[src/rtl/breathing_engine_if.sv]
// Pixel beat stream from the effect generator to the serial LED band driver.
// Valid/ready handshake; master holds data/addr/last stable while valid && !ready.
interface breathing_engine_if #(
  parameter int ADDR_W = 6
);
  logic              pix_valid;
  logic              pix_ready;
  logic [23:0]       pix_data;
  logic [ADDR_W-1:0] pix_addr;
  logic              pix_last;

  modport master (output pix_valid, pix_data, pix_addr, pix_last, input pix_ready);
  modport slave  (input pix_valid, pix_data, pix_addr, pix_last, output pix_ready);
endinterface

[src/rtl/breathing_engine.sv]
// LED breathing/wave effect generator: one GRB beat per cycle, frame gap between frames.
// First beat one cycle after entering STREAM; beats stall on !pix_ready. Optional BREATH_GAMMA_EN.
module breathing_engine #(
  parameter int NUM_LEDS  = 60,
  parameter int ADDR_W    = 6,
  parameter int PHASE_W   = 9,
  parameter int SPREAD    = 8,
  parameter int FRAME_GAP = 3000
) (
  input  logic               clk,
  input  logic               reset,
  input  logic               enable,
  input  logic [1:0]         mode,
  breathing_engine_if.master pix,
  output logic               frame_done,
  output logic [2:0]         color_idx,
  output logic [PHASE_W-1:0] phase
);
  localparam int GAP_W = (FRAME_GAP > 1) ? $clog2(FRAME_GAP) : 1;
  localparam logic [1:0] MODE_BREATHE = 2'd0;
  localparam logic [1:0] MODE_WAVE    = 2'd1;
  localparam logic [1:0] MODE_SOLID   = 2'd2;
  localparam logic [1:0] MODE_OFF     = 2'd3;

  typedef enum logic [1:0] {IDLE, GAP, STREAM} state_t;

  state_t             state_q, state_d;
  logic [GAP_W-1:0]   gap_cnt_q, gap_cnt_d;
  logic [1:0]         mode_q, mode_d;
  logic               pix_valid_q, pix_valid_d;
  logic [23:0]        pix_data_q, pix_data_d;
  logic [ADDR_W-1:0]  pix_addr_q, pix_addr_d;
  logic               pix_last_q, pix_last_d;
  logic               frame_done_q, frame_done_d;
  logic [2:0]         color_idx_q, color_idx_d;
  logic [PHASE_W-1:0] phase_q, phase_d;

  logic [ADDR_W-1:0]  next_addr;
  logic [PHASE_W-1:0] p_eff;
  logic [PHASE_W-2:0] tri_val;
  logic [7:0]         bright;
  logic [7:0]         b_eff;
  logic [8:0]         k;
  logic [23:0]        pal;
  logic [23:0]        pix_calc;

  function automatic logic [7:0] scale(input logic [7:0] c, input logic [8:0] m);
    return 8'((17'(c) * 17'(m)) >> 8);
  endfunction

  // Pixel for the beat about to be loaded: addr 0 at frame start, else the successor.
  always_comb begin
    next_addr = pix_valid_q ? pix_addr_q + ADDR_W'(1) : '0;
    p_eff     = phase_q;
    if (mode_q == MODE_WAVE)
      p_eff = phase_q + PHASE_W'(32'(next_addr) * 32'(SPREAD));
    tri_val = p_eff[PHASE_W-1] ? ~p_eff[PHASE_W-2:0] : p_eff[PHASE_W-2:0];
    bright  = 8'(tri_val >> (PHASE_W - 9));
`ifdef BREATH_GAMMA_EN
    b_eff = 8'((17'(bright) * 17'({1'b0, bright} + 9'd1)) >> 8);
`else
    b_eff = bright;
`endif
    if (mode_q == MODE_SOLID)
      b_eff = 8'hFF;
    k = {1'b0, b_eff} + 9'd1;
    case (color_idx_q)
      3'd0:    pal = 24'h00FF00;
      3'd1:    pal = 24'hFF0000;
      3'd2:    pal = 24'h0000FF;
      3'd3:    pal = 24'hFFFF00;
      3'd4:    pal = 24'hFF00FF;
      3'd5:    pal = 24'h00FFFF;
      3'd6:    pal = 24'hFFFFFF;
      default: pal = 24'h80FF00;
    endcase
    pix_calc = '0;
    if (mode_q != MODE_OFF)
      pix_calc = {scale(pal[23:16], k), scale(pal[15:8], k), scale(pal[7:0], k)};
  end

  always_comb begin
    state_d      = state_q;
    gap_cnt_d    = gap_cnt_q;
    mode_d       = mode_q;
    pix_valid_d  = pix_valid_q;
    pix_data_d   = pix_data_q;
    pix_addr_d   = pix_addr_q;
    pix_last_d   = pix_last_q;
    frame_done_d = 1'b0;
    color_idx_d  = color_idx_q;
    phase_d      = phase_q;
    case (state_q)
      IDLE: begin
        if (enable) begin
          state_d   = GAP;
          gap_cnt_d = '0;
        end
      end
      GAP: begin
        if (gap_cnt_q == GAP_W'(FRAME_GAP - 1)) begin
          gap_cnt_d = '0;
          if (enable) begin
            state_d = STREAM;
            mode_d  = mode;
          end else begin
            state_d = IDLE;
          end
        end else begin
          gap_cnt_d = gap_cnt_q + GAP_W'(1);
        end
      end
      STREAM: begin
        if (!pix_valid_q || pix.pix_ready) begin
          if (pix_valid_q && pix_last_q) begin
            pix_valid_d  = 1'b0;
            pix_last_d   = 1'b0;
            state_d      = GAP;
            frame_done_d = 1'b1;
            phase_d      = phase_q + PHASE_W'(1);
            if ((&phase_q) && (mode_q == MODE_BREATHE || mode_q == MODE_WAVE))
              color_idx_d = color_idx_q + 3'd1;
          end else begin
            pix_valid_d = 1'b1;
            pix_addr_d  = next_addr;
            pix_last_d  = (next_addr == ADDR_W'(NUM_LEDS - 1));
            pix_data_d  = pix_calc;
          end
        end
      end
      default: state_d = IDLE;
    endcase
  end

  always_ff @(posedge clk or negedge reset) begin
    if (!reset) begin
      state_q      <= IDLE;
      gap_cnt_q    <= '0;
      mode_q       <= MODE_BREATHE;
      pix_valid_q  <= 1'b0;
      pix_data_q   <= '0;
      pix_addr_q   <= '0;
      pix_last_q   <= 1'b0;
      frame_done_q <= 1'b0;
      color_idx_q  <= '0;
      phase_q      <= '0;
    end else begin
      state_q      <= state_d;
      gap_cnt_q    <= gap_cnt_d;
      mode_q       <= mode_d;
      pix_valid_q  <= pix_valid_d;
      pix_data_q   <= pix_data_d;
      pix_addr_q   <= pix_addr_d;
      pix_last_q   <= pix_last_d;
      frame_done_q <= frame_done_d;
      color_idx_q  <= color_idx_d;
      phase_q      <= phase_d;
    end
  end

  assign pix.pix_valid = pix_valid_q;
  assign pix.pix_data  = pix_data_q;
  assign pix.pix_addr  = pix_addr_q;
  assign pix.pix_last  = pix_last_q;
  assign frame_done    = frame_done_q;
  assign color_idx     = color_idx_q;
  assign phase         = phase_q;
endmodule

[src/flat_wrapper.sv]
// flat-port wrapper written by rule: the top's interface ports become plain ports
module breathing_engine_flat 
#(
  parameter int NUM_LEDS  = 60,
  parameter int ADDR_W    = 6,
  parameter int PHASE_W   = 9,
  parameter int SPREAD    = 8,
  parameter int FRAME_GAP = 3000
)
  (clk, reset, enable, mode, frame_done, color_idx, phase, pix_pix_valid, pix_pix_data, pix_pix_addr, pix_pix_last, pix_pix_ready);
  breathing_engine_if #(.ADDR_W(ADDR_W)) pix_i ();
  input  logic clk;
  input  logic reset;
  input  logic enable;
  input  logic [1:0] mode;
  output logic frame_done;
  output logic [2:0] color_idx;
  output logic [PHASE_W-1:0] phase;
  output wire logic [$bits(pix_i.pix_valid)-1:0] pix_pix_valid;
  output wire logic [$bits(pix_i.pix_data)-1:0] pix_pix_data;
  output wire logic [$bits(pix_i.pix_addr)-1:0] pix_pix_addr;
  output wire logic [$bits(pix_i.pix_last)-1:0] pix_pix_last;
  input wire logic [$bits(pix_i.pix_ready)-1:0] pix_pix_ready;
  assign pix_pix_valid = pix_i.pix_valid;
  assign pix_pix_data = pix_i.pix_data;
  assign pix_pix_addr = pix_i.pix_addr;
  assign pix_pix_last = pix_i.pix_last;
  assign pix_i.pix_ready = pix_pix_ready;
  breathing_engine #(.NUM_LEDS(NUM_LEDS), .ADDR_W(ADDR_W), .PHASE_W(PHASE_W), .SPREAD(SPREAD), .FRAME_GAP(FRAME_GAP)) u_core (.clk(clk), .reset(reset), .enable(enable), .mode(mode), .pix(pix_i), .frame_done(frame_done), .color_idx(color_idx), .phase(phase));
endmodule
[config.mk]
export PLATFORM = sky130hd
export DESIGN_NAME = breathing_engine_flat
export DESIGN_NICKNAME = d
export VERILOG_FILES = /design/src/rtl/breathing_engine_if.sv /design/src/rtl/breathing_engine.sv /design/src/flat_wrapper.sv
export SDC_FILE = /design/constraint.sdc
export NUM_CORES = 1
export LEC_CHECK = 0
export ABC_AREA = 1
export BUFFER_PORTS_ARGS = -buffer_cell sky130_fd_sc_hd__buf_4
export CORE_MARGIN = 8
export CORE_UTILIZATION = 25
export CTS_CLUSTER_DIAMETER = 40
export DETAILED_ROUTE_END_ITERATION = 10
export PLACE_DENSITY = 0.36
export SLEW_MARGIN = 20
export SYNTH_ARGS = -nofsm -noshare
export SYNTH_HDL_FRONTEND = slang
export SYNTH_SLANG_ARGS = --single-unit
[constraint.sdc]
create_clock -name clk -period 17.1 [get_ports clk]
set_input_delay 5.13 -clock clk [delete_from_list [all_inputs] [get_ports clk]]
set_output_delay 5.13 -clock clk [all_outputs]
set_load 0.005 [all_outputs]
# == After elaboration in Yosys (flattened, before gate mapping) ==
# Cells that the tools add are included.
# op_classes
add_sub_neg,6
muxes,20
div,0
n_bitwise,2
eq_ne,17
multipliers,3
reduce_logical,17
n_lt_le_gt_ge,0
shifts,0
# ops
op,n
$pmux 24 s7,1
$mul 8x9->16,3
$mux 12,2
$mux 24,1
$pmux 12 s2,1
$mux 8,2
$add 12x1->12 const B,1
$eq 12x12->1 const B,1
$mux 2,5
$add 8x1->9 const B,1
$add 9x1->9 const B,1
$add 9x9->9,1
$eq 3x3->1 const B,3
$mux 9,1
$reduce_and 3->1,3
$reduce_and 9->1,1
$not 8->8,1
$reduce_and 4->1,2
$add 6x1->6 const B,1
$eq 3x2->1 const B,2
$eq 6x6->1 const B,1
$mux 6,1
$ne 2x1->1 const B,3
$pmux 2 s3,1
14 further kinds,25
# word_totals
input_bits,6
reg_bits,61
memories,0
ram_bits,0
output_inout_bits,45
rom_bits,0
latchBits,0
elab_cells,75

# == Longest topological paths before layout ==
# Gate-level depths: netlist of run 1.
# depth
word_depth,10
depth_mapped,54
mapped_depth_nobuf,53

# == Least setup slack after synthesis of run 1 ==
# Ideal clock, no wire load.
# synth_path
path_kind,reg-to-reg
startpoint,"reg u_core.pix_addr_q[0], in the netlist u_core.pix.pix_addr[0]"
endpoint,"reg u_core.pix_data_q[22], in the netlist u_core.pix.pix_data[22]"
period_less_slack_ns,7.075
setup_ns,0.118
path_stages_with_launch,46
n_path_buf,1
t_required_ns,16.982
t_arrival_ns,6.957
path_slack_ns,10.025
path_cell_list,dfrtp_1 > ha_1 > nand2_1 > inv_1 > nor3_1 > ha_1 > nand2_2 > nand2_1 > nand2_1 > nand2_1 > nor2_2 > inv_2 > nand2_4 > nand4_4 > nand2_2 > buf_6 > nand2_2 > nand3_4 > [... 10 more ...] > fa_1 > inv_1 > fa_1 > inv_1 > ha_1 > nand2_1 > nand2_1 > nand2_1 > nand2_1 > nand2_1 > nand2_1 > nand2_1 > nand2_1 > nand2_1 > nand2_1 > or2_2 > nand3_1 > nand2_1
# synth_via
elab_chain_len,10
# synth_rtl
item,line_no,rtl
from (decl),breathing_engine.sv:32,"logic [ADDR_W-1:0] pix_addr_q, pix_addr_d;"
from (signal assigned),breathing_engine.sv:153,pix_addr_q <= pix_addr_d;
$add 6x1->6 (*),breathing_engine.sv:53,next_addr = pix_valid_q ? pix_addr_q + ADDR_W'(1) : '0;
$mux 6 (*),breathing_engine.sv:53,
net u_core.next_addr[2],breathing_engine.sv:38,logic [ADDR_W-1:0] next_addr;
$add 9x9->9 (*),breathing_engine.sv:56,p_eff = phase_q + PHASE_W'(32'(next_addr) * 32'(SPREAD));
$mux 9 (*),breathing_engine.sv:55,if (mode_q == MODE_WAVE)
$not 8->8,breathing_engine.sv:57,tri_val = p_eff[PHASE_W-1] ? ~p_eff[PHASE_W-2:0] : p_eff[PHASE_W-2:0];
$mux 8 (*),breathing_engine.sv:57,
$mux 8 (*),breathing_engine.sv:64,if (mode_q == MODE_SOLID)
$add 8x1->9 (*),breathing_engine.sv:66,"k = {1'b0, b_eff} + 9'd1;"
$mul 8x9->16 (*),breathing_engine.sv:48,return 8'((17'(c) * 17'(m)) >> 8);
$mux 24 (*),breathing_engine.sv:78,if (mode_q != MODE_OFF)
to (signal assigned),breathing_engine.sv:152,pix_data_q <= pix_data_d;
to (decl),breathing_engine.sv:31,"logic [23:0] pix_data_q, pix_data_d;"
# Mark *: on every way through the listed nets, which the timed path passes. The rest lies on a longest branch.
# A chain may end at the register's enable or synchronous reset.

# == Final worst setup path of run 1 ==
# Same ends and word-level chain as after synthesis.

==> results of run 1 <==
-- placed cells by master (no fill, tap or decap), types with 16 or more instances in the layout --
cell type,instances
o21ai_0,39
nand2_1,192
dfrtp_1,61
nand3_1,49
buf_4,52
ha_1,128
nor2_1,63
xor2_1,25
xnor2_1,16
nand2_2,25
a21oi_1,40
fa_1,79
inv_1,259
-- per-layer routing --
metal | GRT usage | wire length, µm
met1 | 0.150 | 11000
met2 | 0.192 | 10600
met5 | 0 | 0
met3 | 0.0159 | 476
met4 | 0.0260 | 301
-- state kept, by name, summed over array words and instances, names as in the netlist --
signal,count
u_core.pix.pix_addr,6
u_core.pix.pix_data,24
u_core.state_q,2
u_core.phase,9
u_core.color_idx,3
u_core.gap_cnt_q,12
u_core.pix.pix_valid,1
u_core.frame_done,1
u_core.mode_q,2
u_core.pix.pix_last,1
-- metrics by stage --
stage / cells / worst slack, ns
floorplan: 1113 / 10.02
global placement: 1620 / 9.15
detailed placement: 1620 / 9.11
CTS: 1636 / 9.15
global route: 1636 / 8.41
finish: 1636 / 9.23
-- cell families (layout without fill, tap and decap cells) --
logic type / count (synthesis) / count (layout) / synth area share
muxes: 4 / 4 / 0.00508
and+or+nand+nor: 397 / 397 / 0.219
buffers and inverters: 282 / 344 / 0.120
DFF: 61 / 61 / 0.172
xor gates and xnor gates: 43 / 43 / 0.0442
AOI/OAI and AO/OA: 119 / 119 / 0.0799
adders and majority gates: 207 / 207 / 0.359
-- worst max path at each step --
stage / startpoint / end / depth (start not counted) / slack [ns]
final: u_core.pix.pix_addr[0]$_DFFE_PN0P_ / u_core.pix.pix_data[22]$_DFFE_PN0P_ / 44 / 9.23
after global routing: u_core.pix.pix_addr[0]$_DFFE_PN0P_ / u_core.pix.pix_data[22]$_DFFE_PN0P_ / 44 / 8.41
after CTS: u_core.pix.pix_addr[0]$_DFFE_PN0P_ / u_core.pix.pix_data[22]$_DFFE_PN0P_ / 44 / 9.15
after detailed placement: pix_pix_ready / u_core.pix.pix_data[19]$_DFFE_PN0P_ / 9 / 9.11
after global placement: pix_pix_ready / u_core.pix.pix_data[19]$_DFFE_PN0P_ / 9 / 9.15
after floorplan: u_core.pix.pix_addr[0]$_DFFE_PN0P_ / u_core.pix.pix_data[22]$_DFFE_PN0P_ / 45 / 10.02
-- Yosys cell counts (3+ instances only) --
library cell / n
a21o_1: 6
clkbuf_1: 5
nand2_4: 3
a211oi_1: 7
dfrtp_1: 61
nand3_2: 12
ha_1: 128
o31ai_1: 3
mux2_2: 4
nor2_1: 63
xnor2_1: 16
fa_1: 79
nand4_1: 6
a21oi_1: 40
nand3_1: 49
nand2_2: 25
inv_2: 15
nor2_4: 4
o21ai_1: 4
o21bai_1: 4
nor2_2: 8
nand2_1: 192
nor3_1: 14
o21ai_0: 39
or2_1: 3
inv_1: 259
nor4_1: 4
xor2_1: 25
or2_2: 3
-- worst max-delay path: cells and delay by family (launching register included) --
family	cells	cell delay, ns
and+or+nand+nor	30	3.46
DFF	1	0.45
xor gates and xnor gates	1	0.16
adders and majority gates	8	3.25
buffers and inverters	5	0.42
-- power breakdown --
part           switching (mW)  internal (mW)  total, mW
logic                   0.275          0.171      0.445
registers              0.0198          0.166      0.185
clock network          0.0852          0.102      0.187
-- layout make-up --
| type | count | area [µm²] |
|---|---|---|
| clock inverter | 7 | 62.6 |
| tap | 461 | 577 |
| fill | 3853 | 25100 |
| timing repair buffer | 52 | 390 |
| sequential | 61 | 1530 |
| inverter | 276 | 1040 |
| multi-input combinational | 770 | 6270 |
| clock buffer | 9 | 225 |
==> impl_metrics.tcl, run 1 <==
set metrics [dict create \
    synth_top_flop_cell "dfrtp_1" \
    die_w_um 204 \
    synthCells 1113 \
    clk_latency_ns 0.35 \
    hold_buffers 0 \
    drc 0 \
    hold_class "flip-flop to flip-flop" \
    holdPathEnd "u_core.pix.pix_data[6]$_DFFE_PN0P_" \
    min_path_cells 2 \
    final_hold_viol_count 0 \
    stdcell_area_um2 10100 \
    fin_crit_ns 7.87 \
    maxCapViolCount 0 \
    layout-drive-gt1-share 0.133 \
    initial_core_util 0.252 \
    portBuffers 50 \
    cpMostUsedCell "nand2_1" \
    placementRows 69 \
    timing.rr.start "u_core.pix.pix_addr[0]$_DFFE_PN0P_" \
    die_area_um2 41700 \
    fin_util 0.286 \
    slowest_delay_ns 0.55 \
    clock_skew_ns 0.00935 \
    min_period_over_period 0.460 \
    p_per_area_nw_per_um2 81.0 \
    ios 51 \
    syn_area_per_cell_um2 7.96 \
    track_usage 0.113 \
    crit_required_ns 17.33 \
    antenna_found_initial 0 \
    synth_top_area_cell "ha_1" \
    tightest_slew_ns 0.850 \
    p_leak_nw 5.65 \
    ys_warn_count 0 \
    setup.worst_path.end_class "flip-flop" \
    vias 6867 \
    path_max_fanout 11 \
    antennaDiodeCount 0 \
    synth_area_leaders "ha_1 (18%), fa_1 (18%), dfrtp_1 (17%), inv_1 (11%), nand2_1 (8.1%)" \
    power_mw 0.817 \
    synth_edf_count 0 \
    cts-resized-gates 0 \
    clk_pin_slew_worst_paths_ns 0.07 \
    worstPathArrival_ns 8.10 \
    drt_iter0_markers 261 \
    peakVddDrop_uv 70.0 \
    placed_area_um2 9800 \
    rsz0062_at_grt "false" \
    syn_nets 1326 \
    fin_nets 1383 \
    totalWireLength_um 22400 \
    setup.worst_path.start_class "flip-flop" \
    worst-setup-path-type "flip-flop to flip-flop" \
    fin_setup_tns_ns 0 \
    ys_types 52 \
    die_h_um 204 \
    worstReg2RegEnd "u_core.pix.pix_data[22]$_DFFE_PN0P_" \
    worstRegToRegCells 44 \
    synth_area_um2 8860 \
    grt_pass1_wl_um 38000 \
    cp_slowest_cell "fa_1" \
    max_freq_mhz 127 \
    status "finished, final reports clean" \
    synthArstFlopShare 1.00 \
    synth_top_area_frac 0.181 \
    cts_buffers 9 \
    globalRouteOverflowTotal 0 \
    cts.sinks 61 \
    clockBufferDepth 2 \
    r2r_slack_ns 9.23 \
    wl_per_cell_um 13.7 \
    setup_viol 0 \
    cts_tree "yes" \
    post_cts_buffers 0 \
    grt_max_degree 62 \
    routabilityCongestion 0.762 \
    htreeDepth 3 \
    postRouteAntennaNets 0 \
    slew_viol_final 0 \
    grt_pass1_vias 7272 \
    relSlewSlack 0.433 \
    timing.hold.ws_ns 0.485 \
    area_delta_synth_final_pct 13.8 \
    worstHoldStart "u_core.pix.pix_data[6]$_DFFE_PN0P_" \
    cts_root_buf "clkbuf_16" \
    viasPerCell 4.20 \
    drt_pass1_iterations 4 \
    place_hpwl_um 18800 \
    yosysSeqAreaShare 0.172 \
    core-area_um2 35200 \
    ys_ff_latch 61 \
]
No activity file was read; power rests on OpenSTA's default activity.
==> run 2, diff against run 1 <==
clock period = 7.47 ns   (was 17.1 ns; I/O delays follow)
==> impl_metrics.tcl, run 2 (synthesized netlist as in run 1, its figures left out) <==
set metrics [dict create \
    status "finished, final reports clean" \
    rsz0062_at_grt "true" \
    p_leak_nw 5.85 \
    vias 7044 \
    worstRegToRegCells 42 \
    cts_buffers 9 \
    fin_setup_tns_ns 0 \
    totalWireLength_um 23200 \
    p_per_area_nw_per_um2 190 \
    area_delta_synth_final_pct 19.0 \
    die_h_um 204 \
    busiest_layer "met2" \
    largest_reg_flops 24 \
    drt_iter0_markers 310 \
    cts_tree "yes" \
    max_freq_mhz 145 \
    final_common_cell "inv_1" \
    final.setup.worst_slack_ns 0.563 \
    drt_pass1_iterations 4 \
    worstPathArrival_ns 7.19 \
    layout_common_cells "inv_1 (255), nand2_1 (185), ha_1 (123)" \
    p_seq_frac 0.209 \
    pwr-share-comb 0.551 \
    use_met3 0.0165 \
    p_sw_frac 0.441 \
    place_hpwl_um 19100 \
    relSlewSlack 0.405 \
    placementRows 69 \
    maxCapViolCount 0 \
    wl_per_cell_um 13.9 \
    final_hold_viol_count 0 \
    worst-setup-path-type "flip-flop to flip-flop" \
    hold_buffers 0 \
    dp.cells 1638 \
    post-place-ws_ns -0.00528 \
    fin_crit_ns 6.91 \
    slowest_delay_ns 0.54 \
    antennaDiodeCount 0 \
    switchingPower_mw 0.885 \
    grt_max_degree 62 \
    drc 0 \
    setup.worst_path.end_class "flip-flop" \
    min_path_cells 2 \
    viasPerCell 4.22 \
    routabilityCongestion 0.768 \
    finalNonFillerCells 1670 \
    clk_latency_ns 0.35 \
    globalRouteOverflowTotal 0 \
    ios 51 \
    fin_nets 1417 \
    htreeDepth 3 \
    setup.worst_path.start_class "flip-flop" \
    peakVddDrop_uv 147 \
    core-area_um2 35200 \
    worstReg2RegEnd "u_core.pix.pix_data[5]$_DFFE_PN0P_" \
    holdPathEnd "u_core.pix.pix_data[13]$_DFFE_PN0P_" \
    initial_core_util 0.252 \
    portBuffers 50 \
    p_int_mw 1.12 \
    grt_use_met1 0.149 \
    setup_viol 0 \
    cp_slowest_cell "fa_1" \
    p_clk_frac 0.240 \
    cts.sinks 61 \
    clk_pin_slew_worst_paths_ns 0.06 \
    crit_required_ns 7.75 \
    gr-usage-met2 0.206 \
    hold_class "flip-flop to flip-flop" \
    worstHoldStart "u_core.pix.pix_data[13]$_DFFE_PN0P_" \
    track_usage 0.117 \
    power_mw 2.01 \
    cts_root_buf "clkbuf_16" \
    die_w_um 204 \
    postRouteAntennaNets 0 \
    grt_pass1_vias 7595 \
    grt_pass1_wl_um 39200 \
    slew_viol_final 0 \
    timing.hold.ws_ns 0.486 \
    timing.rr.start "u_core.pix.pix_addr[1]$_DFFE_PN0P_" \
    die_area_um2 41700 \
    r2r_slack_ns 0.56 \
    path_max_fanout 11 \
    cpMostUsedCell "nand2_1" \
    tightest_slew_ns 0.892 \
    clock_skew_ns 0.00964 \
    clockBufferDepth 2 \
    antenna_found_initial 0 \
    layout-drive-gt1-share 0.181 \
    min_period_over_period 0.925 \
]
-- run 2: cell types whose count changed in the layout (fill, tap and decap cells not counted), moves of 4 or more --
| cell | delta |
|---|---|
| buf_4 | +34 |
| nand2_1 | -7 |
| nand2_2 | +6 |
| a21oi_1 | -5 |
| a21oi_2 | +5 |
| ha_1 | -5 |
| inv_1 | -4 |
| inv_6 | -4 |
| nand3_1 | -4 |
| nand3_4 | +4 |
-- run 2: how the worst max path moves through the flow --
stage / from / to / slack (ns) / depth (start not counted)
6_report: u_core.pix.pix_addr[1]$_DFFE_PN0P_ / u_core.pix.pix_data[5]$_DFFE_PN0P_ / 0.56 / 42
2_1_floorplan: u_core.pix.pix_addr[0]$_DFFE_PN0P_ / u_core.pix.pix_data[22]$_DFFE_PN0P_ / 0.39 / 45
3_5_place_dp: u_core.pix.pix_addr[1]$_DFFE_PN0P_ / u_core.pix.pix_data[22]$_DFFE_PN0P_ / -0.005 / 43
3_3_place_gp: u_core.pix.pix_addr[1]$_DFFE_PN0P_ / u_core.pix.pix_data[4]$_DFFE_PN0P_ / 0.06 / 43
5_1_grt: u_core.pix.pix_addr[1]$_DFFE_PN0P_ / u_core.pix.pix_data[22]$_DFFE_PN0P_ / -0.02 / 45
4_1_cts: u_core.pix.pix_addr[1]$_DFFE_PN0P_ / u_core.pix.pix_data[4]$_DFFE_PN0P_ / 0.05 / 45
-- run 2: area by class of cell --
cell class                      instances  area (µm²)
Fill cell                            3867       24700
Sequential cell                        61        1530
Clock inverter                          3        68.8
Tap cell                              461         577
Multi-Input combinational cell        770        6440
Clock buffer                           13         250
Timing Repair Buffer                   86         646
Inverter                              276        1040
-- run 2: power groups by stage --
| stage | sequential, mW | clock, mW | combinational (mW) |
|---|---|---|---|
| global route | 0.426 | 0.513 | 1.31 |
| global placement | 0.425 | 0 | 1.08 |
| detailed placement | 0.424 | 0 | 1.08 |
| floorplan | 0.419 | 0 | 0.754 |
| CTS | 0.419 | 0.504 | 1.08 |
| finish | 0.419 | 0.481 | 1.11 |
-- run 2: worst max-delay path: cells and delay by family, from the launching register on --
family                     cells  cell delay (ns)
AOI/OAI and AO/OA              5             0.79
and+or+nand+nor               21             2.02
buffers and inverters          8             0.64
adders and majority gates      8             2.99
DFF                            1             0.39
-- run 2: stage by stage --
stage,area (µm²),util
6_report,10500,0.299
5_1_grt,10500,0.299
4_1_cts,10300,0.291
3_5_place_dp,9930,0.282
3_3_place_gp,9930,0.282
2_1_floorplan,8860,-
-- run 2: routing by layer --
layer | wire length, µm | part of all wire | up-vias
li1 | - | - | 3657
met1 | 11300 | 0.48 | 3325
met2 | 11400 | 0.49 | 47
met3 | 356 | 0.015 | 15
met4 | 259 | 0.011 | 0
met5 | 0 | 0 | -
-- run 2: repair_timing --
item / CTS / global route
gates resized for setup: 1 / 43
buffers inserted: 0 / 16
pin swaps: 0 / 11
gates cloned: 0 / 0
endpoints found under the setup margin: 2 / 17
==> run 3, diff against run 2 <==
CTS_BUF_LIST = sky130_fd_sc_hd__clkbuf_8   (was default)
==> impl_metrics.tcl, run 3 (synthesized netlist as in run 1, its figures left out) <==
set metrics [dict create \
    clockBufferDepth 2 \
    placed_area_um2 9930 \
    totalWireLength_um 23200 \
    final_common_cell "inv_1" \
    die_h_um 204 \
    die_w_um 204 \
    finalNonFillerCells 1670 \
    drt_pass1_iterations 4 \
    core-area_um2 35200 \
    grt_pass1_vias 7586 \
    cp_slowest_cell "fa_1" \
    clk_latency_ns 0.37 \
    rsz0062_at_grt "true" \
    placementRows 69 \
    path_max_fanout 11 \
    setup_viol 0 \
    slowest_delay_ns 0.54 \
    postRouteAntennaNets 0 \
    peakVddDrop_uv 146 \
    track_usage 0.117 \
    hold_buffers 0 \
    die_area_um2 41700 \
    drt_iter0_markers 308 \
    final_hold_viol_count 0 \
    maxCapViolCount 0 \
    setup.worst_path.start_class "flip-flop" \
    p_per_area_nw_per_um2 180 \
    vias 7052 \
    status "finished, final reports clean" \
    layout-drive-gt1-share 0.181 \
    power_mw 1.88 \
    crit_required_ns 7.78 \
    worst-setup-path-type "flip-flop to flip-flop" \
    cpMostUsedCell "nand2_1" \
    dp.cells 1638 \
    initial_core_util 0.252 \
    fin_nets 1417 \
    area_delta_synth_final_pct 17.9 \
    wl_per_cell_um 13.9 \
    p_leak_nw 5.82 \
    worstPathArrival_ns 7.23 \
    slew_viol_final 0 \
    fin_setup_tns_ns 0 \
    largest_reg_flops 24 \
    antennaDiodeCount 0 \
    path_buf_inv 8 \
    drc 0 \
    clock_skew_ns 0.00997 \
    min_period_over_period 0.926 \
    antenna_found_initial 0 \
    crit_family "adder cells" \
    stdcell_area_um2 10400 \
    routabilityCongestion 0.768 \
    setup.worst_path.end_class "flip-flop" \
    layout_common_cells "inv_1 (258), nand2_1 (185), ha_1 (123)" \
    ios 51 \
    cts_root_buf "clkbuf_8" \
    cts_buffers 9 \
    relSlewSlack 0.407 \
    cts_tree "yes" \
    fin_crit_ns 6.92 \
    globalRouteOverflowTotal 0 \
    portBuffers 50 \
    grt_max_degree 62 \
    grt_pass1_wl_um 39100 \
    hold_class "flip-flop to flip-flop" \
    viasPerCell 4.22 \
    cts.sinks 61 \
    clk_pin_slew_worst_paths_ns 0.08 \
    htreeDepth 3 \
    place_hpwl_um 19100 \
    tightest_slew_ns 0.890 \
    max_freq_mhz 145 \
]
-- run 3: per-layer routing --
layer | vias up | part of all wire | global-route usage | wire length, µm
li1 | 3658 | - | - | -
met1 | 3334 | 0.48 | 0.149 | 11200
met2 | 48 | 0.49 | 0.206 | 11400
met3 | 12 | 0.018 | 0.0165 | 420
met4 | 0 | 0.011 | 0.0249 | 255
met5 | - | 0 | 0 | 0
-- run 3: path summary, 6_finish.rpt --
kind / start / endpoint / slack (ns) / cells past startpoint
min in group asynchronous: reset / u_core.color_idx[0]$_DFFE_PN0P_ / 1.99 / 1
hold reg to reg: u_core.pix.pix_data[13]$_DFFE_PN0P_ / u_core.pix.pix_data[13]$_DFFE_PN0P_ / 0.49 / 2
setup / recovery: u_core.pix.pix_addr[1]$_DFFE_PN0P_ / u_core.pix.pix_data[5]$_DFFE_PN0P_ / 0.55 / 42
setup reg to reg: u_core.pix.pix_addr[1]$_DFFE_PN0P_ / u_core.pix.pix_data[5]$_DFFE_PN0P_ / 0.55 / 42
max in group asynchronous: reset / u_core.pix.pix_addr[2]$_DFFE_PN0P_ / 4.85 / 1
hold / removal: u_core.pix.pix_data[13]$_DFFE_PN0P_ / u_core.pix.pix_data[13]$_DFFE_PN0P_ / 0.49 / 2
-- run 3: timing repair --
item                       4_1_cts  5_1_grt
setup buffers                    0       16
gates cloned                     0        0
pin swaps                        0       11
gates resized for setup          1       43
setup endpoints to repair        1       17
-- run 3: worst register-to-register path: cells and delay by family (launching register included) --
kind / cells / cell delay [ns]
buffers and inverters: 8 / 0.64
AND/OR/NAND/NOR: 21 / 2.03
flip-flops: 1 / 0.40
AO/OA/AOI/OAI: 5 / 0.79
adder cells (fa/ha/maj): 8 / 3.00
-- run 3: where the power goes --
part | total [mW] | internal [mW] | switching (mW)
clock | 0.359 | 0.195 | 0.164
combinational | 1.11 | 0.438 | 0.668
sequential | 0.419 | 0.379 | 0.0398
total | 1.88 | 1.01 | 0.872
-- run 3: cell type report --
class / instances / area (µm²)
Timing Repair Buffer: 86 / 646
Sequential cell: 61 / 1530
Clock inverter: 6 / 80.1
Tap cell: 461 / 577
Multi-Input combinational cell: 770 / 6440
Clock buffer: 10 / 138
Inverter: 276 / 1040
Fill cell: 3882 / 24800
-- run 3: metrics by stage --
stage | hold WS [ns] | util | setup WS (ns)
2_1_floorplan | 0.472 | - | 0.395
6_report | 0.490 | 0.296 | 0.551
3_5_place_dp | 0.472 | 0.282 | -0.00528
5_1_grt | 0.510 | 0.296 | -0.0165
3_3_place_gp | 0.471 | 0.282 | 0.0558
4_1_cts | 0.496 | 0.288 | 0.0460
